===== src/rtl/calc_controller.sv =====
// Sequencing FSM for a 4-digit BCD calculator: builds operands from keypad strobes, drives the
// add/subtract ALU, and latches its result for display. Optional: CALC_NEG_DETECT_EN.
module calc_controller #(
  parameter int unsigned MAX_DIGITS = 4
) (
  input  logic        clk,
  input  logic        clear,
  input  logic        key_valid,
  input  logic [3:0]  key_code,
  input  logic [15:0] alu_result,
  output logic [15:0] alu_a,
  output logic [15:0] alu_b,
  output logic        op_selected,
  output logic [15:0] disp,
  output logic        busy,
  output logic        neg,
  output logic [1:0]  state
);

  typedef enum logic [1:0] {
    StEnterA  = 2'd0,
    StEnterB  = 2'd1,
    StCompute = 2'd2,
    StShow    = 2'd3
  } state_e;

  localparam logic [2:0] MaxCnt = 3'(MAX_DIGITS);

  state_e      state_q, state_d;
  logic [15:0] op_a_q, op_a_d;
  logic [15:0] op_b_q, op_b_d;
  logic [15:0] disp_q, disp_d;
  logic        op_sel_q, op_sel_d;
  logic [2:0]  cnt_q, cnt_d;
  logic        cmp_q, cmp_d;

  logic        is_digit, is_add_sub, is_eq, is_ce;
  logic [15:0] cur_op, shifted;
  logic        accept;

  assign is_digit   = key_valid && (key_code < 4'd10);
  assign is_add_sub = key_valid && (key_code == 4'd10 || key_code == 4'd11);
  assign is_eq      = key_valid && (key_code == 4'd12);
  assign is_ce      = key_valid && (key_code == 4'd13);

  // Shared digit-entry datapath for whichever operand is being typed
  assign cur_op  = (state_q == StEnterB) ? op_b_q : op_a_q;
  assign shifted = {cur_op[11:0], key_code};
  assign accept  = (cnt_q != MaxCnt) && !(cur_op == 16'h0000 && key_code == 4'd0);

  always_comb begin
    state_d  = state_q;
    op_a_d   = op_a_q;
    op_b_d   = op_b_q;
    disp_d   = disp_q;
    op_sel_d = op_sel_q;
    cnt_d    = cnt_q;
    cmp_d    = cmp_q;
    unique case (state_q)
      StEnterA: begin
        if (is_digit) begin
          if (accept) begin
            op_a_d = shifted;
            cnt_d  = cnt_q + 3'd1;
            disp_d = shifted;
          end
        end else if (is_add_sub) begin
          op_sel_d = key_code[0];
          op_b_d   = 16'h0000;
          cnt_d    = 3'd0;
          state_d  = StEnterB;
        end else if (is_ce) begin
          op_a_d = 16'h0000;
          cnt_d  = 3'd0;
          disp_d = 16'h0000;
        end
      end
      StEnterB: begin
        if (is_digit) begin
          if (accept) begin
            op_b_d = shifted;
            cnt_d  = cnt_q + 3'd1;
            disp_d = shifted;
          end
        end else if (is_add_sub) begin
          // Operator may be changed only before any B digit has been entered
          if (cnt_q == 3'd0 && op_b_q == 16'h0000) op_sel_d = key_code[0];
        end else if (is_eq) begin
          cmp_d   = 1'b0;
          state_d = StCompute;
        end else if (is_ce) begin
          op_b_d = 16'h0000;
          cnt_d  = 3'd0;
          disp_d = 16'h0000;
        end
      end
      StCompute: begin
        if (!cmp_q) begin
          cmp_d = 1'b1;
        end else begin
          disp_d  = alu_result;
          state_d = StShow;
        end
      end
      StShow: begin
        if (is_digit) begin
          op_a_d  = {12'h000, key_code};
          cnt_d   = {2'b00, key_code != 4'd0};
          op_b_d  = 16'h0000;
          disp_d  = {12'h000, key_code};
          state_d = StEnterA;
        end else if (is_add_sub) begin
          op_a_d   = disp_q;
          op_b_d   = 16'h0000;
          cnt_d    = 3'd0;
          op_sel_d = key_code[0];
          state_d  = StEnterB;
        end else if (is_eq) begin
          op_a_d  = disp_q;
          cmp_d   = 1'b0;
          state_d = StCompute;
        end else if (is_ce) begin
          op_a_d   = 16'h0000;
          op_b_d   = 16'h0000;
          disp_d   = 16'h0000;
          op_sel_d = 1'b0;
          cnt_d    = 3'd0;
          state_d  = StEnterA;
        end
      end
      default: state_d = StEnterA;
    endcase
  end

  always_ff @(posedge clk or posedge clear) begin
    if (clear) begin
      state_q  <= StEnterA;
      op_a_q   <= 16'h0000;
      op_b_q   <= 16'h0000;
      disp_q   <= 16'h0000;
      op_sel_q <= 1'b0;
      cnt_q    <= 3'd0;
      cmp_q    <= 1'b0;
    end else begin
      state_q  <= state_d;
      op_a_q   <= op_a_d;
      op_b_q   <= op_b_d;
      disp_q   <= disp_d;
      op_sel_q <= op_sel_d;
      cnt_q    <= cnt_d;
      cmp_q    <= cmp_d;
    end
  end

`ifdef CALC_NEG_DETECT_EN
  logic swap_q, swap_d;
  logic neg_q, neg_d;
  logic enter_compute, capture, enter_a;

  assign enter_compute = (state_q != StCompute) && (state_d == StCompute);
  assign capture       = (state_q == StCompute) && (state_d == StShow);
  assign enter_a       = (state_q != StEnterA) && (state_d == StEnterA);

  // Swap decision uses the operands as they will be held during COMPUTE
  always_comb begin
    swap_d = swap_q;
    neg_d  = neg_q;
    if (enter_compute) swap_d = op_sel_d && (op_a_d < op_b_d);
    if (capture) begin
      neg_d  = swap_q;
      swap_d = 1'b0;
    end
    if (enter_a) neg_d = 1'b0;
  end

  always_ff @(posedge clk or posedge clear) begin
    if (clear) begin
      swap_q <= 1'b0;
      neg_q  <= 1'b0;
    end else begin
      swap_q <= swap_d;
      neg_q  <= neg_d;
    end
  end

  assign alu_a = swap_q ? op_b_q : op_a_q;
  assign alu_b = swap_q ? op_a_q : op_b_q;
  assign neg   = neg_q;
`else
  assign alu_a = op_a_q;
  assign alu_b = op_b_q;
  assign neg   = 1'b0;
`endif

  assign op_selected = op_sel_q;
  assign disp        = disp_q;
  assign busy        = (state_q == StCompute);
  assign state       = state_q;

endmodule


===== config.mk =====
export PLATFORM = sky130hd
export DESIGN_NAME = calc_controller
export DESIGN_NICKNAME = d
export VERILOG_FILES = /design/src/rtl/calc_controller.sv
export SDC_FILE = /design/constraint.sdc
export NUM_CORES = 1
export LEC_CHECK = 0
export CAP_MARGIN = 15
export CORE_UTILIZATION = 50
export DETAILED_ROUTE_END_ITERATION = 6
export PLACE_DENSITY = 0.78
export RECOVER_POWER = 100
export SYNTH_ARGS = -nofsm -noshare
export SYNTH_HDL_FRONTEND = slang
export SYNTH_SLANG_ARGS = --single-unit

===== constraint.sdc =====
create_clock -name clk -period 4.3 [get_ports clk]
set_clock_uncertainty 0.1 [all_clocks]
set_input_delay 0.86 -clock clk [delete_from_list [all_inputs] [get_ports clk]]
set_output_delay 0.86 -clock clk [all_outputs]
set_load 0.02 [all_outputs]

* Word-level counts from Yosys, hierarchy flattened
Index checks and enable logic that the tools add are counted. W data, S select, Z words.
Cells by class: $add $sub $neg 1, order comparisons 1, equality and inequality tests 27, mux-type cells 63, reductions and logical operators 26
Operator list (count):
- $mux W16 | 25
- $pmux W16 S4 | 1
- $pmux W16 S3 | 1
- $logic_not A16 Y1 | 2
- $pmux W16 S2 | 1
- $mux W3 | 9
- $ne A3 B3 Y1 const B | 7
- $mux W2 | 10
- $ne A2 B2 Y1 const B | 9
- $eq A4 B4 Y1 const B | 4
- $mux W1 | 12
- $pmux W3 S3 | 1
- $reduce_and A9 Y1 | 1
- $pmux W2 S4 | 1
- $logic_and A1 B1 Y1 | 7
- $reduce_and A7 Y1 | 1
- $ne A2 B1 Y1 const B | 3
- $ne A5 B5 Y1 const B | 1
- $reduce_and A5 Y1 | 1
- $eq A2 B2 Y1 const B | 2
- $logic_not A4 Y1 | 1
- $lt A4 B4 Y1 const B | 1
- $reduce_and A2 Y1 | 2
- $reduce_and A4 Y1 | 1
- 13 further kinds | 14
Storage, ports and cells: register bits after elaboration 55, bits of input ports 23, output and inout port bits 53, logic and storage cells 125

* Logic depth before layout (Yosys ltp)
depth after elaboration 9, mapped depth 9, gate-level depth less buffers 8

* Least setup slack after synthesis
OpenSTA, ideal clock, no wires.
path type in2reg, from in key_code[0], to reg op_b_q[5] (netlist: alu_b[5]), library setup time 0.121 ns, arrival time 2.464 ns, required time 4.079 ns, setup slack 1.615 ns, stages 9, path buffers 3, cell sequence clkbuf_1 nand2_1 or3_1 clkbuf_1 o21ai_0 a21oi_1 o41a_1 buf_4 a22o_1
Between the ends: cells in the longest elaborated chain, start to end 7, elaborated cells on any way between the ends 26, those cells by class order compare (1); eq/ne (8); mux (7); reduce/logical (10)
RTL lines:
- from (decl) | line 9 | input logic [3:0] key_code,
- $eq A4 B4 Y1 | line 44 | assign is_ce = key_valid && (key_code == 4'd13);
- $logic_and A1 B1 Y1 | line 44
- $mux W16 (2 in a row)
- $mux W16, on equally long branches
- $mux W16, on equally long branches | line 106, 79
- $pmux W16 S3 | line 59 | unique case (state_q)
- to (signal assigned) | line 147 | op_b_q <= op_b_d;
- to (decl) | line 31 | logic [15:0] op_b_q, op_b_d;
Parallel ways exist; a longest one is shown, timed or not. The select of a mux whose other input is x is not followed. A chain may end at the register's enable or synchronous reset.

* Worst setup path after layout
from in key_code[2], to reg op_b_q[2] (netlist: alu_b[2])
Same word-level chain as after synthesis.

==> impl_metrics.yaml <==
status:
  status: "finished, violations left"
  violations: "max-capacitance violations, max-slew violations"
critical_path:
  crit_path_end: "alu_b[2]"
  worstPathRequired_ns: 4.46
  r2r_end: "alu_a[10]"
  slowest_delay_ns: 0.74
  ff2ff_setup_slack_ns: 0.76
  crit_type: "input pin to register"
  cp_cell_sequence: "dlygate4sd3_1 -> o21ai_0 -> and2_0 -> nand2_1 -> a21oi_1 -> and3_1 -> a22o_1"
  endpoint_kind: "register"
  crit_start: "key_code[2]"
  reg2reg_depth: 8
  cpMaxStageDelayCell: "a21oi_1"
  start_kind: "input pin"
  cp_data_arrival_time_ns: 3.92
  reg2reg_from: "state[1]"
  cp_max_fo: 12
pwr:
  internal_power_mw: 1.648
  switching_share_pct: 49.68
  powerDensity_mw_per_mm2: 717.9
  power_frac_comb_pct: 57.1
  seqPwrFrac_pct: 32.9
  netSwitchingPower_mw: 1.627
  ir_worst_vdd_v: 0.0003284
  clock_power_share_pct: 10.0
  p_leak_nw: 1.907
timing:
  fmax_mhz: 265.9
  tightestPinTransition_ns: 1.827
  fin_ws_ns: 0.5389
  slew_headroom_pct: -21.92
  fin_crit_ns: 3.761
  rsz0062_at_grt: "no"
  fin_crit_sh_pct: 87.47
  setup_viol: 0
  slew_viol_final: 46
  hold_viol: 0
  finalSetupTns_ns: 0
synthesis:
  synth-edff-count: 0
  ys_seq_area_share_pct: 37.34
  synth_top_area_share_pct: 37.34
  synthCells: 422
  synth_warnings: 0
  synthTopCellsByArea: "dfrtp_1 (37%), nand2_1 (5.4%), a21oi_1 (5.3%), a22o_1 (3.3%), nor2_1 (3.0%)"
  syn_area_mm2: 0.003686
  yosys_register_bits: 55
  ys.flop_type: "dfrtp_1"
  yosys.cell_types.count: 73
  syn_avg_cell_area_um2: 8.735
  synth_largest_area_cell: "dfrtp_1"
  synthesis.nets: 447
  synthArstFlopShare_pct: 100.0
clock_tree:
  post_cts_resized: 0
  cts-root-buf: "clkbuf_8"
  cts_tree: "done"
  cts_buffer_depth: 2
  insertion_delay_ns: 0.32
  clk_pin_slew_ns: 0.10
  cts.sinks: 55
  cts_buffers: 5
  htreeDepth: 2
  postCtsHoldBufs: 0
  cts_setup_buffers: 0
route:
  drtIter0Drc: 423
  via_per_inst: 6.877
  wl_per_cell_um: 23.39
  dr.pass1.iters: 5
  totalWireLength_mm: 13.66
  dr_total_vias: 4016
  ant_nets: 0
  drc: 0
place:
  detailed_place_hpwl_mm: 9.708
  placed_area_mm2: 0.004523
  io_buffers: 74
  gp_congestion: 0.9825
  place_ws_ns: 0.6948
finish:
  nFillCells: 620
  num_antenna_cells: 0
  drive_gt1_share_pct: 6.762
  area_delta_synth_final_pct: 23.76
  most-common-layout-cells: "dfrtp_1 (55), dlygate4sd3_1 (54), nand2_1 (53)"
  mostFrequentLayoutCell: "dfrtp_1"
  final_util_pct: 65.69
  fin_nets: 512
  final_area_mm2: 0.004562
die:
  die_w_um: 87.86
  pin_count: 76
  row_count: 30
  core-area_mm2: 0.006944
  dieArea_mm2: 0.007719
  die_height_um: 87.86
  initial_utilization_pct: 53.08
job:
  drv_cap: 1
global_routing:
  antenna_found_initial: 0
  grt.overflow.total: 0
  grt_usage_pct: 36.62
  grt_pass1_vias: 3614
  grt_pass1_wl_mm: 20.74
  grt_start_max_net_pins: 46
worst_hold_path:
  hp-class: "register to register"
  hold-path-cell-count: 2
[cell families (layout without fill, tap and decap cells)]
logic type,after synthesis,count (layout),synth area share [%]
and+or+nand+nor,133,133,18.30
other,1,1,0.1017
muxes,9,9,2.512
AOI/OAI and AO/OA,178,178,35.81
DFF,55,55,37.34
adders and majority gates,2,2,0.6788
buffers and inverters,43,109,5.024
xor gates and xnor gates,1,1,0.2377
[worst max-delay path: cells and delay by family]
family                 cells  cell delay [ns]
AND/OR/NAND/NOR            3             1.09
buffers and inverters      1             0.68
AO/OA/AOI/OAI              3             1.29
[flip-flops by register name, summed over array words and instances, names as in the netlist]
signal,count
alu_a,16
alu_b,16
disp,16
cnt_q,3
state,2
cmp_q,1
op_selected,1
[power by group through the flow]
stage | Combinational [mW] | Clock (mW) | Sequential (mW)
floorplan | 0.984 | 0 | 1.20
global placement | 1.92 | 0 | 1.07
detailed placement | 1.93 | 0 | 1.07
CTS | 1.95 | 0.330 | 1.07
global route | 2.00 | 0.342 | 1.10
finish | 1.87 | 0.326 | 1.08
[per-layer routing]
layer / up-vias / GRT usage [%] / share of wire [%]
li1: 1755 / - / -
met1: 1928 / 51.78 / 41
met2: 309 / 54.69 / 45
met3: 24 / 7.729 / 11
met4: 0 / 14.46 / 2.4
met5: - / 0 / 0
[through the flow]
step           power (mW)  hold slack, ns  instances
2_1_floorplan       2.188          0.3639        422
3_3_place_gp        2.998          0.3991        576
3_5_place_dp        3.009          0.4021        576
4_1_cts             3.341          0.4227        584
5_1_grt             3.439          0.4466        584
6_report            3.275          0.4211        584
[Yosys cell counts (4+ instances only)]
master / number
buf_2: 4
o2bb2ai_1: 12
mux2i_1: 7
a221oi_1: 9
nor3_1: 8
a22o_1: 14
a22oi_1: 4
or3_1: 7
nor2_1: 29
clkbuf_1: 22
o211ai_1: 6
nand2b_1: 4
nor4_1: 7
nand2_1: 53
nand3_1: 6
o31ai_1: 5
o21ai_0: 18
a31oi_1: 5
inv_1: 11
a211oi_1: 4
dfrtp_1: 55
a2bb2oi_1: 8
a21oi_1: 39
o22ai_1: 5
[worst min path at each step]
stage                     start           to  slack, ns
finish              op_selected  op_selected       0.42
global route          alu_b[13]    alu_b[13]       0.45
CTS                    cnt_q[2]     cnt_q[2]       0.42
detailed placement    alu_a[13]    alu_a[13]       0.40
global placement       cnt_q[2]     cnt_q[2]       0.40
floorplan                 cmp_q        cmp_q       0.36
[layout make-up]
type	count	area, um^2	share of cell area, %
multi-input cells	324	2082	45.64
inverters	11	41.29	0.9051
well taps	96	120.1	2.633
clock buffers	7	96.34	2.112
clock inverters	1	7.507	0.1646
repair buffers	90	838.3	18.38
flip-flops and latches	55	1376	30.17
(Power assumes the default switching activity.)
